===== src/rtl/count_display_pkg.sv =====
// Shared types, constants and the seven-segment font for the count display.
package count_display_pkg;

    typedef enum logic [1:0] {
        IDLE  = 2'd0,
        LOAD  = 2'd1,
        SHIFT = 2'd2,
        STORE = 2'd3
    } conv_state_t;

    // Decimal mode shows two digits; values at or above this wrap and light dp.
    localparam logic [6:0] DEC_OVF_THRESH = 7'd100;

    // One shift per input bit of the 7-bit count.
    localparam int BCD_SHIFTS = 7;

    // Active-low {g,f,e,d,c,b,a} pattern for a hex digit.
    function automatic logic [6:0] seg_decode(input logic [3:0] digit);
        logic [6:0] seg;
        case (digit)
            4'h0:    seg = 7'b1000000;
            4'h1:    seg = 7'b1111001;
            4'h2:    seg = 7'b0100100;
            4'h3:    seg = 7'b0110000;
            4'h4:    seg = 7'b0011001;
            4'h5:    seg = 7'b0010010;
            4'h6:    seg = 7'b0000010;
            4'h7:    seg = 7'b1111000;
            4'h8:    seg = 7'b0000000;
            4'h9:    seg = 7'b0010000;
            4'hA:    seg = 7'b0001000;
            4'hB:    seg = 7'b0000011;
            4'hC:    seg = 7'b1000110;
            4'hD:    seg = 7'b0100001;
            4'hE:    seg = 7'b0000110;
            default: seg = 7'b0001110;
        endcase
        return seg;
    endfunction

endpackage


===== src/rtl/bin2bcd_seq.sv =====
// Sequential double-dabble converter: 7-bit binary (0..99) to two BCD digits.
// done is high during the cycle that performs the final shift, so bcd is
// complete on the cycle after done.
module bin2bcd_seq
    import count_display_pkg::*;
(
    input  logic       clk,
    input  logic       reset,
    input  logic       start,
    input  logic [6:0] value,
    output logic [7:0] bcd,
    output logic       done
);

    logic [14:0] shreg_q, shreg_d;
    logic [2:0]  cnt_q, cnt_d;
    logic        busy_q, busy_d;
    logic [7:0]  bcd_adj;

    // Add 3 to each BCD nibble that is 5 or more before it is doubled.
    generate
        for (genvar gi = 0; gi < 2; gi++) begin : g_adj
            assign bcd_adj[gi*4 +: 4] = (shreg_q[7 + gi*4 +: 4] >= 4'd5)
                                      ? shreg_q[7 + gi*4 +: 4] + 4'd3
                                      : shreg_q[7 + gi*4 +: 4];
        end
    endgenerate

    // Load on start, otherwise adjust-and-shift until all input bits are consumed.
    always_comb begin
        shreg_d = shreg_q;
        cnt_d   = cnt_q;
        busy_d  = busy_q;
        if (start) begin
            shreg_d = {8'h00, value};
            cnt_d   = 3'd0;
            busy_d  = 1'b1;
        end else if (busy_q) begin
            shreg_d = {bcd_adj, shreg_q[6:0]} << 1;
            cnt_d   = cnt_q + 3'd1;
            if (cnt_q == 3'(BCD_SHIFTS - 1)) begin
                busy_d = 1'b0;
            end
        end
    end

    // Converter state registers.
    always_ff @(posedge clk) begin
        if (!reset) begin
            shreg_q <= '0;
            cnt_q   <= '0;
            busy_q  <= 1'b0;
        end else begin
            shreg_q <= shreg_d;
            cnt_q   <= cnt_d;
            busy_q  <= busy_d;
        end
    end

    assign bcd  = shreg_q[14:7];
    assign done = busy_q && (cnt_q == 3'(BCD_SHIFTS - 1));

endmodule


===== src/rtl/count_display.sv =====
// Two-channel count display: converts the noisy and debounced counts in turn
// and scans them onto a 4-digit common-anode seven-segment display.
module count_display
    import count_display_pkg::*;
#(
    parameter int REFRESH_BITS = 17
) (
    input  logic       clk,
    input  logic       reset,
    input  logic [6:0] noisyCount,
    input  logic [6:0] debouncedCount,
    input  logic       decMode,
    output logic [3:0] anode,
    output logic [7:0] segment,
    output logic       convBusy
);

    conv_state_t            state_q, state_d;
    logic                   chan_q, chan_d;
    logic [6:0]             v_q, v_d;
    logic                   ovf_q, ovf_d;
    logic                   dec_q, dec_d;
    logic                   busy_q, busy_d;
    logic [3:0][3:0]        digits_q, digits_d;
    logic [1:0]             ovf_flag_q, ovf_flag_d;
    logic [REFRESH_BITS-1:0] refresh_q;
    logic [3:0]             anode_q, anode_d;
    logic [7:0]             segment_q, segment_d;

    logic [6:0] chan_in;
    logic       over;
    logic [6:0] conv_value;
    logic [7:0] conv_bcd;
    logic       conv_done;
    logic [3:0] pair_hi, pair_lo;
    logic [1:0] sel;
    logic       dp_lit;

    // Channel 0 feeds the left pair (noisy), channel 1 the right pair (debounced).
    assign chan_in    = chan_q ? debouncedCount : noisyCount;
    assign over       = decMode && (chan_in >= DEC_OVF_THRESH);
    assign conv_value = over ? (chan_in - DEC_OVF_THRESH) : chan_in;

    bin2bcd_seq u_bcd (
        .clk   (clk),
        .reset (reset),
        .start (state_q == LOAD),
        .value (conv_value),
        .bcd   (conv_bcd),
        .done  (conv_done)
    );

    // Digit pair to commit, using the mode captured when the channel was loaded.
    assign pair_hi = dec_q ? conv_bcd[7:4] : {1'b0, v_q[6:4]};
    assign pair_lo = dec_q ? conv_bcd[3:0] : v_q[3:0];

    // Channel sequencer: IDLE, then LOAD/SHIFT/STORE for channel 0 and channel 1.
    always_comb begin
        state_d    = state_q;
        chan_d     = chan_q;
        v_d        = v_q;
        ovf_d      = ovf_q;
        dec_d      = dec_q;
        busy_d     = busy_q;
        digits_d   = digits_q;
        ovf_flag_d = ovf_flag_q;
        case (state_q)
            IDLE: state_d = LOAD;
            LOAD: begin
                v_d     = chan_in;
                ovf_d   = over;
                dec_d   = decMode;
                busy_d  = 1'b1;
                state_d = SHIFT;
            end
            SHIFT: begin
                if (conv_done) begin
                    state_d = STORE;
                end
            end
            STORE: begin
                if (!chan_q) begin
                    digits_d[3]   = pair_hi;
                    digits_d[2]   = pair_lo;
                    ovf_flag_d[0] = dec_q && ovf_q;
                end else begin
                    digits_d[1]   = pair_hi;
                    digits_d[0]   = pair_lo;
                    ovf_flag_d[1] = dec_q && ovf_q;
                end
                chan_d  = ~chan_q;
                busy_d  = 1'b0;
                state_d = chan_q ? IDLE : LOAD;
            end
            default: state_d = IDLE;
        endcase
    end

    // Sequencer and stored-digit registers.
    always_ff @(posedge clk) begin
        if (!reset) begin
            state_q    <= IDLE;
            chan_q     <= 1'b0;
            v_q        <= '0;
            ovf_q      <= 1'b0;
            dec_q      <= 1'b0;
            busy_q     <= 1'b0;
            digits_q   <= '0;
            ovf_flag_q <= '0;
        end else begin
            state_q    <= state_d;
            chan_q     <= chan_d;
            v_q        <= v_d;
            ovf_q      <= ovf_d;
            dec_q      <= dec_d;
            busy_q     <= busy_d;
            digits_q   <= digits_d;
            ovf_flag_q <= ovf_flag_d;
        end
    end

    // Scan: the top two refresh bits pick the digit being lit.
    assign sel    = refresh_q[REFRESH_BITS-1 -: 2];
    assign dp_lit = ((sel == 2'd3) && ovf_flag_q[0]) || ((sel == 2'd1) && ovf_flag_q[1]);

    generate
        for (genvar gi = 0; gi < 4; gi++) begin : g_anode
            assign anode_d[gi] = (sel != 2'(gi));
        end
    endgenerate

    assign segment_d = {~dp_lit, seg_decode(digits_q[sel])};

    // Free-running refresh counter and the registered anode/segment pair.
    always_ff @(posedge clk) begin
        if (!reset) begin
            refresh_q <= '0;
            anode_q   <= 4'b1111;
            segment_q <= 8'hFF;
        end else begin
            refresh_q <= refresh_q + REFRESH_BITS'(1);
            anode_q   <= anode_d;
            segment_q <= segment_d;
        end
    end

    assign anode    = anode_q;
    assign segment  = segment_q;
    assign convBusy = busy_q;

endmodule


===== config.mk =====
export PLATFORM = sky130hd
export DESIGN_NAME = count_display
export DESIGN_NICKNAME = d
export VERILOG_FILES = /design/src/rtl/count_display_pkg.sv /design/src/rtl/bin2bcd_seq.sv /design/src/rtl/count_display.sv
export SDC_FILE = /design/constraint.sdc
export NUM_CORES = 1
export LEC_CHECK = 0
export ABC_AREA = 1
export CORE_MARGIN = 10
export CORE_UTILIZATION = 33
export CTS_BUF_LIST = sky130_fd_sc_hd__clkbuf_8
export DETAILED_ROUTE_END_ITERATION = 16
export PLACE_DENSITY = 0.59
export SYNTH_ARGS = -nofsm -noshare
export SYNTH_HDL_FRONTEND = slang
export SYNTH_SLANG_ARGS = --single-unit

===== constraint.sdc =====
create_clock -name clk -period 1.8 [get_ports clk]
set_clock_uncertainty 0.15 [all_clocks]
set_input_delay 0.36 -clock clk [delete_from_list [all_inputs] [get_ports clk]]
set_output_delay 0.36 -clock clk [all_outputs]
set_load 0.02 [all_outputs]

==> results.cfg, run 1 <==
[logic_synthesis]
synthTopCellsByArea = dfxtp_1, nand2_1, o21ai_0
syn_nets = 552
synth_edf_count = 0
ys_seq_area_frac = 0.422
synth_top_cell_by_area = dfxtp_1
yosys_most_used_dff = dfxtp_1
avgSynthCellArea_um2 = 7.26
postSynthCellCount = 516
yosysWarningCount = 0
synth.cell_area_um2 = 3750
ys_seq_elements = 79
ys_types = 39
yosysTopAreaCellShare = 0.422
synthArstFlopShare = 0

[timing]
slew_headroom = 0.746
min_period_over_period = 0.964
layout_min_cycle_time_ns = 1.73
hold_viol = 0
setup_violations = 0
worstMarginPinSlew_ns = 0.376
fmax_mhz = 577
slew_violations = 0

[critical_path]
reg2reg_to = segment[3]$_SDFF_PN1_
reg2reg_depth = 9
critPathLaunchType = flip-flop
path_common_cell = nor2_4
crit_arrival_ns = 1.82
worstPathRequired_ns = 1.88
slowest_delay_ns = 0.39
critical_path.slowest_cell = dfxtp_4
worst-setup-path-type = flip-flop to flip-flop
rrSetupSlack_ns = 0.07
critPathMaxFanout = 5
end_kind = flip-flop
reg2reg_from = refresh_q[15]$_SDFF_PN0_
crit_chain = nor2_4 > inv_1 > o22ai_2 > nor2_4 > buf_4 > ha_1 > nand2_1 > nand3_2 > nand3_1

[floorplanning]
num_rows = 38
core_um2 = 11000
ioPinCount = 30
die_h_um = 127
die_x_um = 127
initial_core_util = 0.341
dieArea_um2 = 16000

[detailed_routing]
firstDrtPassIters = 4
wl_per_cell_um = 12.0
vias_per_cell = 4.72
vias = 3404
ant_nets = 0
wl_um = 8640
drc = 0
drt_iter0_drc = 169

[global_routing]
grt.total_usage = 0.105
grt_overflow = 0
grt_pass1_wl_um = 14400
grt_pass1_vias = 3195
grt_max_degree = 32
antenna_found_initial = 0

[hold_path]
hold_class = flip-flop to flip-flop
holdPathStages = 1
holdCritStartpoint = refresh_q[0]$_SDFF_PN0_
hold_path_end = refresh_q[0]$_SDFF_PN0_

[pwr]
p_leak_nw = 2.06
power.internal_mw = 3.06
powerDensity_nw_per_um2 = 1010
ir_drop_v = 0.000471
power.switching_mw = 1.62
pwr-share-seq = 0.464
comb_power_share = 0.268
clkPwrFrac = 0.268
p_sw_frac = 0.346

[cells_and_area]
synthToLayoutAreaGrowth_pct = 23.8
layoutNonFillerInstCount = 721
seqCellArea_um2 = 1590
multi_input_area_um2 = 1870
diodes = 0
n_fill_cell = 1120
drive_above_1_share = 0.146
fin_util = 0.422
layout.nets = 612

[clock_network]
clk_pin_slew_ns = 0.09
cts_buffer_depth = 2
h-tree-depth = 3
clkSinkCount = 79
cts_made_buffers = 9
tritoncts = done
clock_latency_ns = 0.35
root_buffer = clkbuf_8

[placed_design]
hpwl_um = 6450
io_buffer_count = 29
gp_congestion = 0.823
dp.cells = 701

[job]
drv_cap = 0

[status]
status = completed
-- what timing repair did --
action                                  4_1_cts  5_1_grt
resized for setup                            13       21
setup buffers                                 0        4
pin swaps                                     0        7
hold buffers                                  0        0
endpoints found under the setup margin       16       10
-- cell usage after synthesis, types with 3 or more instances --
library cell / instances
o22ai_1: 9
nand2_1: 122
nand2_2: 3
nor3_1: 6
dfxtp_1: 79
o21ai_0: 52
nor2_2: 5
nand4_1: 4
nand3_1: 41
xor2_1: 6
clkbuf_1: 5
inv_2: 6
a21oi_1: 34
buf_1: 3
ha_1: 19
nor2_1: 29
buf_2: 4
inv_1: 64
-- metrics by stage --
step           cell area, um2  setup WS [ns]  power (mW)  hold slack, ns  setup TNS [ns]
2_1_floorplan            3750         0.0771        3.01           0.260               0
3_3_place_gp             4370        -0.0368        3.44           0.280          -0.153
3_5_place_dp             4370        -0.0588        3.48           0.290          -0.331
4_1_cts                  4550       0.000301        4.74           0.307               0
5_1_grt                  4640        -0.0173        5.02           0.343         -0.0237
6_report                 4640         0.0655        4.68           0.303               0
-- flip-flops by register name, summed over array words and instances (netlist names) --
signal and cells:
segment 8, dec_q 1, state_q 2, ovf_flag_q 2, u_bcd.cnt_q 3, refresh_q 17, u_bcd.shreg_q 15, anode 4
v_q 7, u_bcd.busy_q 1, ovf_q 1, digits_q 16, chan_q 1, convBusy 1
-- power by group through the flow --
stage	Combinational [mW]	Sequential (mW)	Clock, mW
2_1_floorplan	0.828	2.18	0
3_3_place_gp	1.23	2.21	0
3_5_place_dp	1.26	2.22	0
4_1_cts	1.26	2.18	1.31
5_1_grt	1.44	2.21	1.36
6_report	1.25	2.17	1.25
-- critical path: cells and delay by family (launching register included) --
family	cells	cell delay, ns
AND/OR/NAND/NOR	5	0.40
flip-flops	1	0.39
adder cells (fa/ha/maj)	1	0.29
buffers and inverters	2	0.23
AO/OA/AOI/OAI	1	0.15
-- area by class of cell --
type	count	share of cell area
timing repair buffer	63	0.116
multi-input combinational	351	0.404
clock inverter	6	0.0116
sequential	79	0.343
clock buffer	10	0.0297
tap	140	0.0378
inverter	72	0.0588
-- cells in the final DEF (no fill, tap or decap), types with 6 or more instances in the layout --
cell type,count
nand2_1,120
dfxtp_1,77
inv_1,61
o21ai_0,50
nand3_1,39
a21oi_1,34
buf_4,34
nor2_1,28
ha_1,17
clkdlybuf4s50_1,16
dlygate4sd2_1,11
clkbuf_8,10
inv_2,8
o22ai_1,8
nor3_1,6
xor2_1,6
-- logic make-up (layout without fill, tap and decap cells) --
group	Yosys count	count (layout)	share of synthesized area
xor gates and xnor gates	7	7	0.0164
AOI/OAI and AO/OA	106	106	0.154
muxes	1	1	0.00267
DFF	79	79	0.422
buffers and inverters	86	151	0.0898
and+or+nand+nor	218	218	0.252
adders and majority gates	19	19	0.0634
-- metal layers --
metal,GRT usage,part of all wire
met1,0.130,0.48
met2,0.173,0.46
met3,0.0358,0.056
met4,0.0241,0.0086
met5,0,0
-- worst max path at each step --
stage	slack, ns	end	from
3_3_place_gp	-0.04	u_bcd.shreg_q[4]$_SDFFE_PN0P_	debouncedCount[2]
4_1_cts	0.0003	segment[0]	segment[0]$_SDFF_PN1_
5_1_grt	-0.02	segment[3]$_SDFF_PN1_	refresh_q[15]$_SDFF_PN0_
3_5_place_dp	-0.06	u_bcd.shreg_q[4]$_SDFFE_PN0P_	noisyCount[2]
2_1_floorplan	0.08	segment[0]$_SDFF_PN1_	refresh_q[15]$_SDFF_PN0_
6_report	0.07	segment[3]$_SDFF_PN1_	refresh_q[15]$_SDFF_PN0_
Note: power is estimated with default switching activity, not from simulation.
==> run 2, diff against run 1 <==
==> constraint.sdc (replaced) <==
create_clock -name clk -period 1.8 [get_ports clk]
set_clock_uncertainty 0.15 [all_clocks]
set_input_delay 0.45 -clock clk [delete_from_list [all_inputs] [get_ports clk]]
set_output_delay 0.45 -clock clk [all_outputs]
set_load 0.02 [all_outputs]
==> results.cfg, run 2 (synthesized netlist as in run 1, its figures left out) <==
[timing]
slew_violations = 0
rsz0062_at_grt = no
slew_headroom = 0.750
fmax_mhz = 578
layout_min_cycle_time_ns = 1.73
worstMarginPinSlew_ns = 0.374
setup_violations = 0
hold_viol = 0
hold_ws_ns = 0.301
min_period_over_period = 0.962

[placed_design]
gp_congestion = 0.826
io_buffer_count = 29
hpwl_um = 6510

[floorplanning]
core_um2 = 11000
die_x_um = 127
ioPinCount = 30
num_rows = 38
die_h_um = 127
dieArea_um2 = 16000
initial_core_util = 0.341

[critical_path]
crit_arrival_ns = 1.82
critPathLaunchType = flip-flop
end_kind = flip-flop
worst-setup-path-type = flip-flop to flip-flop
critPathMaxFanout = 5
worstPathRequired_ns = 1.89

[cells_and_area]
final_cell_mix = nand2_1, dfxtp_1, inv_1
layout_commonest_cell = nand2_1
layout.nets = 617
multi_input_area_um2 = 1860
seqCellArea_um2 = 1590
largestRegisters = refresh_q (17), digits_q (16), u_bcd.shreg_q (15)
largest_register_ffs = 17
regMostFlops = refresh_q
diodes = 0
n_fill_cell = 1121
synthToLayoutAreaGrowth_pct = 23.9
drive_above_1_share = 0.144

[clock_network]
cts_buffer_depth = 2
cts_hold_buf = 0
clock_latency_ns = 0.35
clk_pin_slew_ns = 0.08
cts_made_buffers = 9
root_buffer = clkbuf_8
h-tree-depth = 3
tritoncts = done
clkSinkCount = 79

[global_routing]
grt_max_degree = 19
grt_pass1_vias = 3251
grt.total_usage = 0.106
grt_pass1_wl_um = 14600
grt_overflow = 0
antenna_found_initial = 0

[pwr]
ir_drop_v = 0.000513
powerDensity_nw_per_um2 = 1020
p_leak_nw = 2.06
p_total_mw = 4.74

[detailed_routing]
wl_per_cell_um = 11.8
vias_per_cell = 4.69
drc = 0
drt_iter0_drc = 225
firstDrtPassIters = 4
ant_nets = 0
vias = 3398
wl_um = 8560

[hold_path]
hold_class = flip-flop to flip-flop

[job]
drv_cap = 0

[status]
status = completed
## run 2: final timing paths
kind	start	endpoint	slack [ns]	cells after the start
max	refresh_q[15]$_SDFF_PN0_	segment[3]$_SDFF_PN1_	0.07	9
max reg2reg	refresh_q[15]$_SDFF_PN0_	segment[3]$_SDFF_PN1_	0.07	9
min	refresh_q[0]$_SDFF_PN0_	refresh_q[0]$_SDFF_PN0_	0.30	1
min reg2reg	refresh_q[0]$_SDFF_PN0_	refresh_q[0]$_SDFF_PN0_	0.30	1
## run 2: final cells by class
class	instances	area share
clock inverter	4	0.0102
sequential	79	0.342
clock buffer	10	0.0296
inverter	72	0.0582
multi-input combinational	351	0.401
timing repair buffer	68	0.122
tap	140	0.0377
## run 2: power by group
part,leakage [nW],switching [mW],internal [mW]
logic,1.32,0.761,0.519
clock network,0.0940,0.617,0.658
registers,0.646,0.174,2.01
## run 2: stage by stage
stage | setup TNS [ns] | util | std cells | setup slack [ns] | cell area (um2)
2_1_floorplan | 0 | - | 516 | 0.0771 | 3750
3_3_place_gp | -1.78 | 0.403 | 708 | -0.123 | 4420
3_5_place_dp | -1.79 | 0.403 | 708 | -0.157 | 4420
4_1_cts | 0 | 0.419 | 723 | 0.0594 | 4600
5_1_grt | 0 | 0.423 | 724 | 0.000500 | 4640
6_report | 0 | 0.423 | 724 | 0.0687 | 4640
## run 2: repair_timing
| action | 4_1_cts | 5_1_grt |
|---|---|---|
| pin swaps | 0 | 1 |
| resized for setup | 16 | 9 |
| setup endpoints to repair | 17 | 9 |
| buffers inserted | 1 | 1 |
## run 2: metal layers
layer  part of all wire  vias up  routed length [um]  GRT usage
met5                  0        -                   0          0
met4             0.0084        0                  72     0.0248
met3              0.049        9                 422     0.0375
met2               0.46       49                3920      0.172
met1               0.48     1541                4140      0.132
li1                   -     1799                   -          -
## run 2: worst max-delay path, stage by stage (launching register included)
cell and delay, ns:
dfxtp_4 0.37, nor2_2 0.15, inv_1 0.09, o22ai_2 0.15
nor2_4 0.08, buf_4 0.15, ha_1 0.28, nand2_1 0.06
nand3_1 0.07, nand3_1 0.07
